[src/rtl/debounce_pkg.sv]
// Shared types and helpers for the debounce/edge-detect front end.
// DEBOUNCE_EDGE_AR_GLITCH_CNT_EN (optional) adds an aborted-qualification counter.
package debounce_pkg;

  localparam int unsigned MIN_SYNC_STAGES = 2;

  typedef enum logic [1:0] {
    STABLE_LO = 2'd0,
    CHK_HI    = 2'd1,
    STABLE_HI = 2'd2,
    CHK_LO    = 2'd3
  } debounce_state_t;

  // Counter must hold 0..stable_cycles without wrapping
  function automatic int unsigned cnt_width(input int unsigned stable_cycles);
    return $clog2(stable_cycles + 1);
  endfunction

endpackage

[src/rtl/debounce_edge_ar_if.sv]
// Level/pulse bundle between the debouncer and its consumer.
// glitch_cnt exists only with DEBOUNCE_EDGE_AR_GLITCH_CNT_EN.
interface debounce_edge_ar_if
`ifdef DEBOUNCE_EDGE_AR_GLITCH_CNT_EN
  #(parameter int unsigned GLITCH_W = 8)
`endif
  ();

  logic din;
  logic level;
  logic rise;
  logic fall;
  logic busy;
`ifdef DEBOUNCE_EDGE_AR_GLITCH_CNT_EN
  logic [GLITCH_W-1:0] glitch_cnt;

  modport slave  (input din, output level, rise, fall, busy, glitch_cnt);
  modport master (output din, input level, rise, fall, busy, glitch_cnt);
`else
  modport slave  (input din, output level, rise, fall, busy);
  modport master (output din, input level, rise, fall, busy);
`endif

endinterface

[src/rtl/sync_chain_ar.sv]
// Plain flop-chain synchroniser with async active-high reset to RST_VALUE.
module sync_chain_ar #(
  parameter int unsigned STAGES    = 2,
  parameter logic        RST_VALUE = 1'b0
) (
  input  logic clk,
  input  logic rst,
  input  logic d,
  output logic q
);

  logic [STAGES-1:0] sr;

  always_ff @(posedge clk or posedge rst) begin
    if (rst) sr <= {STAGES{RST_VALUE}};
    else     sr <= {sr[STAGES-2:0], d};
  end

  assign q = sr[STAGES-1];

endmodule

[src/rtl/debounce_edge_ar.sv]
// Synchronise + debounce an async level, emit clean level and one-cycle rise/fall pulses.
// Optional DEBOUNCE_EDGE_AR_GLITCH_CNT_EN: saturating count of aborted qualifications.
module debounce_edge_ar
  import debounce_pkg::*;
#(
  parameter int unsigned SYNC_STAGES   = 2,
  parameter int unsigned STABLE_CYCLES = 4,
  parameter int unsigned POR_VALUE     = 0,
  parameter int unsigned GLITCH_W      = 8
) (
  input logic              clk,
  input logic              rst,
  debounce_edge_ar_if.slave bus
);

  localparam int unsigned     CNT_W      = cnt_width(STABLE_CYCLES);
  localparam logic            POR_BIT    = POR_VALUE[0];
  localparam logic [CNT_W-1:0] CNT_LAST  = CNT_W'(STABLE_CYCLES - 1);
  localparam debounce_state_t POR_STATE  = POR_BIT ? STABLE_HI : STABLE_LO;

  if (SYNC_STAGES < MIN_SYNC_STAGES || SYNC_STAGES > 4) begin : g_bad_sync
    $error("SYNC_STAGES out of range 2..4");
  end
  if (STABLE_CYCLES < 2) begin : g_bad_stable
    $error("STABLE_CYCLES must be >= 2");
  end
  if (GLITCH_W < 1) begin : g_bad_glitch
    $error("GLITCH_W must be >= 1");
  end

  logic ds;

  sync_chain_ar #(
    .STAGES   (SYNC_STAGES),
    .RST_VALUE(POR_BIT)
  ) u_sync (
    .clk(clk),
    .rst(rst),
    .d  (bus.din),
    .q  (ds)
  );

  debounce_state_t  state_q, state_d;
  logic [CNT_W-1:0] cnt_q, cnt_d;
  logic             level_q, level_d;
  logic             rise_q, rise_d;
  logic             fall_q, fall_d;

  always_ff @(posedge clk or posedge rst) begin
    if (rst) begin
      state_q <= POR_STATE;
      cnt_q   <= '0;
      level_q <= POR_BIT;
      rise_q  <= 1'b0;
      fall_q  <= 1'b0;
    end else begin
      state_q <= state_d;
      cnt_q   <= cnt_d;
      level_q <= level_d;
      rise_q  <= rise_d;
      fall_q  <= fall_d;
    end
  end

  // Any sample equal to the current level during CHK_* aborts qualification
  always_comb begin
    state_d = state_q;
    cnt_d   = cnt_q;
    level_d = level_q;
    rise_d  = 1'b0;
    fall_d  = 1'b0;
    case (state_q)
      STABLE_LO: begin
        if (ds) begin
          state_d = CHK_HI;
          cnt_d   = CNT_W'(1);
        end
      end
      CHK_HI: begin
        if (!ds) begin
          state_d = STABLE_LO;
          cnt_d   = '0;
        end else if (cnt_q == CNT_LAST) begin
          state_d = STABLE_HI;
          level_d = 1'b1;
          rise_d  = 1'b1;
          cnt_d   = '0;
        end else begin
          cnt_d = cnt_q + CNT_W'(1);
        end
      end
      STABLE_HI: begin
        if (!ds) begin
          state_d = CHK_LO;
          cnt_d   = CNT_W'(1);
        end
      end
      CHK_LO: begin
        if (ds) begin
          state_d = STABLE_HI;
          cnt_d   = '0;
        end else if (cnt_q == CNT_LAST) begin
          state_d = STABLE_LO;
          level_d = 1'b0;
          fall_d  = 1'b1;
          cnt_d   = '0;
        end else begin
          cnt_d = cnt_q + CNT_W'(1);
        end
      end
      default: begin
        state_d = POR_STATE;
        cnt_d   = '0;
      end
    endcase
  end

  assign bus.level = level_q;
  assign bus.rise  = rise_q;
  assign bus.fall  = fall_q;
  assign bus.busy  = (state_q == CHK_HI) || (state_q == CHK_LO);

`ifdef DEBOUNCE_EDGE_AR_GLITCH_CNT_EN
  logic [GLITCH_W-1:0] glitch_q;
  logic                abort_c;

  assign abort_c = bus.busy && (ds == level_q);

  always_ff @(posedge clk or posedge rst) begin
    if (rst)                          glitch_q <= '0;
    else if (abort_c && ~&glitch_q)   glitch_q <= glitch_q + GLITCH_W'(1);
  end

  assign bus.glitch_cnt = glitch_q;
`endif

endmodule

[src/flat_wrapper.sv]
// flat-port wrapper written by rule: the top's interface ports become plain ports
module debounce_edge_ar_flat import debounce_pkg::*;
#(
  parameter int unsigned SYNC_STAGES   = 2,
  parameter int unsigned STABLE_CYCLES = 4,
  parameter int unsigned POR_VALUE     = 0,
  parameter int unsigned GLITCH_W      = 8
)
  (clk, rst, bus_din, bus_level, bus_rise, bus_fall, bus_busy);
  debounce_edge_ar_if bus_i ();
  input logic clk;
  input logic rst;
  input wire logic [$bits(bus_i.din)-1:0] bus_din;
  output wire logic [$bits(bus_i.level)-1:0] bus_level;
  output wire logic [$bits(bus_i.rise)-1:0] bus_rise;
  output wire logic [$bits(bus_i.fall)-1:0] bus_fall;
  output wire logic [$bits(bus_i.busy)-1:0] bus_busy;
  assign bus_i.din = bus_din;
  assign bus_level = bus_i.level;
  assign bus_rise = bus_i.rise;
  assign bus_fall = bus_i.fall;
  assign bus_busy = bus_i.busy;
  debounce_edge_ar #(.SYNC_STAGES(SYNC_STAGES), .STABLE_CYCLES(STABLE_CYCLES), .POR_VALUE(POR_VALUE), .GLITCH_W(GLITCH_W)) u_core (.clk(clk), .rst(rst), .bus(bus_i));
endmodule
[config.mk]
export PLATFORM = sky130hd
export DESIGN_NAME = debounce_edge_ar_flat
export DESIGN_NICKNAME = d
export VERILOG_FILES = /design/src/rtl/debounce_pkg.sv /design/src/rtl/debounce_edge_ar_if.sv /design/src/rtl/sync_chain_ar.sv /design/src/rtl/debounce_edge_ar.sv /design/src/flat_wrapper.sv
export SDC_FILE = /design/constraint.sdc
export NUM_CORES = 1
export LEC_CHECK = 0
export ABC_AREA = 1
export CAP_MARGIN = 10
export CORE_AREA = 10 10 47 49
export DETAILED_ROUTE_END_ITERATION = 10
export DIE_AREA = 0 0 57 59
export GPL_ROUTABILITY_DRIVEN = 0
export PLACE_DENSITY_LB_ADDON = 0.08
export SLEW_MARGIN = 25
export SYNTH_ARGS = -nofsm -noshare
export SYNTH_HDL_FRONTEND = slang
export SYNTH_SLANG_ARGS = --single-unit
[constraint.sdc]
create_clock -name clk -period 2.5 [get_ports clk]
set_clock_uncertainty 0.15 [all_clocks]
set_input_delay 0.25 -clock clk [delete_from_list [all_inputs] [get_ports clk]]
set_output_delay 0.25 -clock clk [all_outputs]
set_load 0.01 [all_outputs]
== Yosys cells after proc, flatten, opt, wreduce, memory -nomap -nowiden ==
Cells that the tools add are included.

* Add/sub/neg operators: 1
* Reduce and logical (&&, ||, !) cells: 6
* Div/mod/pow operators: 0
* Equality and inequality tests: 12
* Muxes and demuxes: 23
* Shift operators: 0
* Order comparisons: 0
* Bitwise operators: 0
* $mul: 0

{| class="wikitable"
|+ Operators by type and width
! kind !! count
|-
| $mux 3 || 5
|-
| $mux 2 || 6
|-
| $pmux 3 s4 || 1
|-
| $mux 1 || 9
|-
| $ne 2x2->1 const B || 4
|-
| $pmux 2 s4 || 1
|-
| $ne 3x2->1 const B || 2
|-
| $reduce_and 5->1 || 1
|-
| $eq 2x2->1 const B || 2
|-
| $ne 2x1->1 const B || 2
|-
| $reduce_and 4->1 || 1
|-
| $add 3x1->3 const B || 1
|-
| $eq 3x2->1 const B || 1
|-
| $eq 2x1->1 const B || 1
|-
| $logic_not 2->1 || 1
|-
| $pmux 1 s2 || 1
|-
| $reduce_and 2->1 || 1
|-
| $reduce_bool 2->1 || 1
|-
| $logic_or 1x1->1 || 1
|}

* Memories kept: 0
* Bits in latches: 0
* Output and inout bits: 4
* Logic and storage cells: 48
* Input bits: 3
* Register bits: 10
* RAM bits: 0
* Memory bits (read-only): 0

== Logic depth before layout (Yosys ltp) ==
* Depth after elaboration: 4
* Mapped depth: 7

== Modules after synthesis ==
A second synthesis with hierarchy kept.

* Cells, all modules: 56
* Area total of the unflattened synthesis: 471.7 µm²

{| class="wikitable"
|+ Modules (own cells, without submodules)
! module !! times used !! area each (µm²) !! seq. area each (µm²) !! cells each
|-
| debounce_edge_ar || 1 || 417.9 || 200.2 || 53
|-
| sync_chain_ar || 1 || 53.8 || 50.0 || 3
|}

== Worst setup path before layout ==
No wires, ideal clock.

* Kind: register to register
* Start: register u_core.cnt_q[0]
* End: register with a tool-made name
* Clock period less this slack: 1,239 ps
* Cell stages (with the launch flop): 8
* Library setup time: 117 ps
* Path slack: 1,261 ps
* Arrival: 972 ps
* Cells stage by stage: dfrtp_1 -> ha_1 -> inv_1 -> nor2_2 -> nand2_2 -> nand2_1 -> o21ai_1 -> inv_1

{| class="wikitable"
|+ RTL lines
! item !! RTL line !! text
|-
| start: declaration || debounce_edge_ar.sv:44 || <nowiki>logic [CNT_W-1:0] cnt_q, cnt_d;</nowiki>
|-
| start signal: assignment || debounce_edge_ar.sv:58 || <nowiki>cnt_q <= cnt_d;</nowiki>
|}

== Worst setup path after layout ==
* Start: register u_core.state_q[0]
* End: output port bus_busy

* Longest elaborated chain between the ends: 2
* Elaborated cells on any way between the ends: 3
* Classes of those cells: eq/ne: 2; reduce/logical: 1

{| class="wikitable"
|+ Ends and longest elaborated chain
! item !! RTL line !! text
|-
| start: declaration || debounce_edge_ar.sv:43 || <nowiki>debounce_state_t state_q, state_d;</nowiki>
|-
| start signal: assignment || debounce_edge_ar.sv:57 || <nowiki>state_q <= state_d;</nowiki>
|-
| $eq 2x1->1 or $eq 2x2->1 (tied branches) || debounce_edge_ar.sv:121 || <nowiki>assign bus.busy = (state_q == CHK_HI) || (state_q == CHK_LO);</nowiki>
|-
| $logic_or 1x1->1 (*) || debounce_edge_ar.sv:121 ||
|-
| end: declaration || flat_wrapper.sv:17 || <nowiki>output wire logic [$bits(bus_i.busy)-1:0] bus_busy;</nowiki>
|}

Every way passes the cells marked *; elsewhere a longest branch is shown, timed or not.

==> results.md <==
* Area delta synth->final at 23.69%
* Post-synth top area share at 0.5510
* CP required at approximately 2.1 ns
* Fmax at 552.7 MHz
* Setup TNS at 0 ns
* CP Cell Sequence: clkdlybuf4s50_1
* Overflow after GRT at 0
* Max incr delay on CP at 0.61 ns
* Initial core utilization at 0.3241
* YS warnings at 0
* PwrDens at ~1000 nW/µm²
* Worst slew pin tran at 0.3888 ns
* Most area-consuming cells after synthesis: dfrtp_1 (55%), nand2_1 (8.3%), inv_1 (5.0%), nor2_1 (5.0%), nor2_4 (5.0%)
* Crit Path Class: flop to output pin
* Fin crit share at 0.7238
* Hold Crit Class: input pin to asynchronous set/reset pin
* Max Cap Viol at 0
* Post-CTS sizing at 0
* First-pass GRT wire length at 1490 µm
* Clk_lat worst skew at 0.27 ns
* TritonCTS sink count at 10
* Worst slew margin at 0.7405
* GR Util met2 at 0.07752
* Layout cells sized above 1 at 0.2414
* Port Buf Inserts at 6
* CTS clk-pin slew, worst paths at 0.07 ns
* Vias in the first global route at ~350
* Flops & latches, synth at 10
* # DRC at 0
* CTS tree: built
* Post-route ant nets at 0
* Detail Placement HPWL at 585.1 µm
* GR peak layer: met2
* Setup crit end kind: output pin
* Place WS at slightly below 1 ns
* Worst Path Buf+Inv at 1
* Cts bufs inserted at 3
* Worst setup margin at 0.6906 ns
* Clock Path Buffers at 2
* Fin crit period at 1.809 ns
* Diode count at 0
* Final hold violation count at 0
* Design Power at 584.6 µW
* NumNets Final at 63
* Sequential area share after synthesis at 0.5510
* Lkg Pwr at 0.0002760 µW
* Cells after Synth at 50
* WL per Instance at 10.45 µm
* Total die area at 3363 µm²
* Area of the core at between 1000 and 1500 µm²
* Via count at 313
* CP top delay family: buffers and inverters
* Die Y-Extent at between 50 and 60 µm
* Synth Area per Inst at 9.084 µm²
* Gr usage total at 0.05829
* Setup Fix Bufs, Post-CTS at 0
* RSZ-0062 raised after global routing: no
* Met3 Resource Use GR at 0.04077
* # setup viols final at 0
* Fin. max-slew vios at 0
* Status: completed
* Initial antenna violation count at 0
* Hold_buf cts at 0
* Most frequent cells in the layout: nand2_1 (10), dfrtp_1 (10), inv_1 (6), nor2_1 (6), clkdlybuf4s50_1 (6)
* DRT Pass-1 Iters at 2
* CP Max Fanout at 8
* Clk root buf: clkbuf_4
* Die Wd at 57 µm
* Final WL at about 770 µm
* Cell variety after synth at 15
* Pin count of the biggest net entering global routing at 11
* Max rail drop VDD at 0.0003992 V
* FP Rows at 14
* IO Pins at 7
* Global-route met1 utilization at 0.06771
* CTS H-tree lvls at 1
* Vias/cell at 4.230
* Worst EP arrival at between 1 and 1.5 ns
* Yosys top cell by area: dfrtp_1
* Mapped Area at 454.2 µm²
* DRT iter0 DRCs at 1
* Worst path slowest cell: clkdlybuf4s50_1
* Synth Net Count at 54
* Startpoint Class: flop
-- kinds of logic (layout without fill, tap and decap cells) --
logic type	count (synthesis)	count (layout)	share of synthesized area
compound gates	2	2	0.03030
fa+ha+maj	1	1	0.02754
buf+inv	10	18	0.08538
flops	10	10	0.5510
simple gates	27	27	0.3058
-- through the flow --
step	std cells	instance area, µm²	hold WS (ns)	utilization
2_1_floorplan	50	454.2	-0.05982	-
3_3_place_gp	70	525.5	0.1826	0.3750
3_5_place_dp	70	525.5	0.1864	0.3750
4_1_cts	74	561.8	0.1149	0.4009
5_1_grt	74	561.8	0.1291	0.4009
6_report	74	561.8	0.1029	0.4009
-- routing by layer --
metal / vias up / share of wire
met5: - / 0
met4: 0 / 0.010
met3: 2 / 0.075
met2: 7 / 0.43
met1: 141 / 0.48
li1: 163 / -
-- report_power, final --
part	internal (µW)	switching [µW]
Sequential	202	46.8
Combinational	86.2	103
Clock	88.5	58.8
-- cell type report --
class | count | area [µm²]
Timing Repair Buffer | 6 | 60.06
Tap cell | 16 | 20.02
Inverter | 8 | 30.03
Clock buffer | 4 | 36.28
Sequential cell | 10 | 250.2
Multi-Input combinational cell | 30 | 165.2
Fill cell | 157 | 839.6
-- sequential cells by signal (all words and copies together), names as in the netlist, named ones only --
name              flops
u_core.cnt_q          3
u_core.u_sync.sr      2
u_core.bus.fall       1
u_core.bus.level      1
u_core.bus.rise       1
u_core.state_q        1
-- synth_stat cells --
cell      number
nand2_1       10
nor2_1         6
nand2_2        3
o21ai_1        1
inv_2          2
clkbuf_1       1
nand3_1        4
nand2_4        1
nor2_4         2
nor2_2         1
inv_1          6
a21oi_2        1
ha_1           1
buf_2          1
dfrtp_1       10
-- final timing paths --
path                                          start                          to  slack (ns)  cells past startpoint
max in group asynchronous                       rst           u_core.state_q[0]        1.82                      2
worst max register to register      u_core.cnt_q[0]                        flop        1.18                      7
min in group clk                u_core.u_sync.sr[0]         u_core.u_sync.sr[1]        0.20                      0
worst max-delay path              u_core.state_q[0]                    bus_busy        0.69                      1
worst min register to register  u_core.u_sync.sr[0]         u_core.u_sync.sr[1]        0.20                      0
worst min-delay path                            rst  asynchronous set/reset pin        0.10                      2
Power figures use the tool's default switching activity.
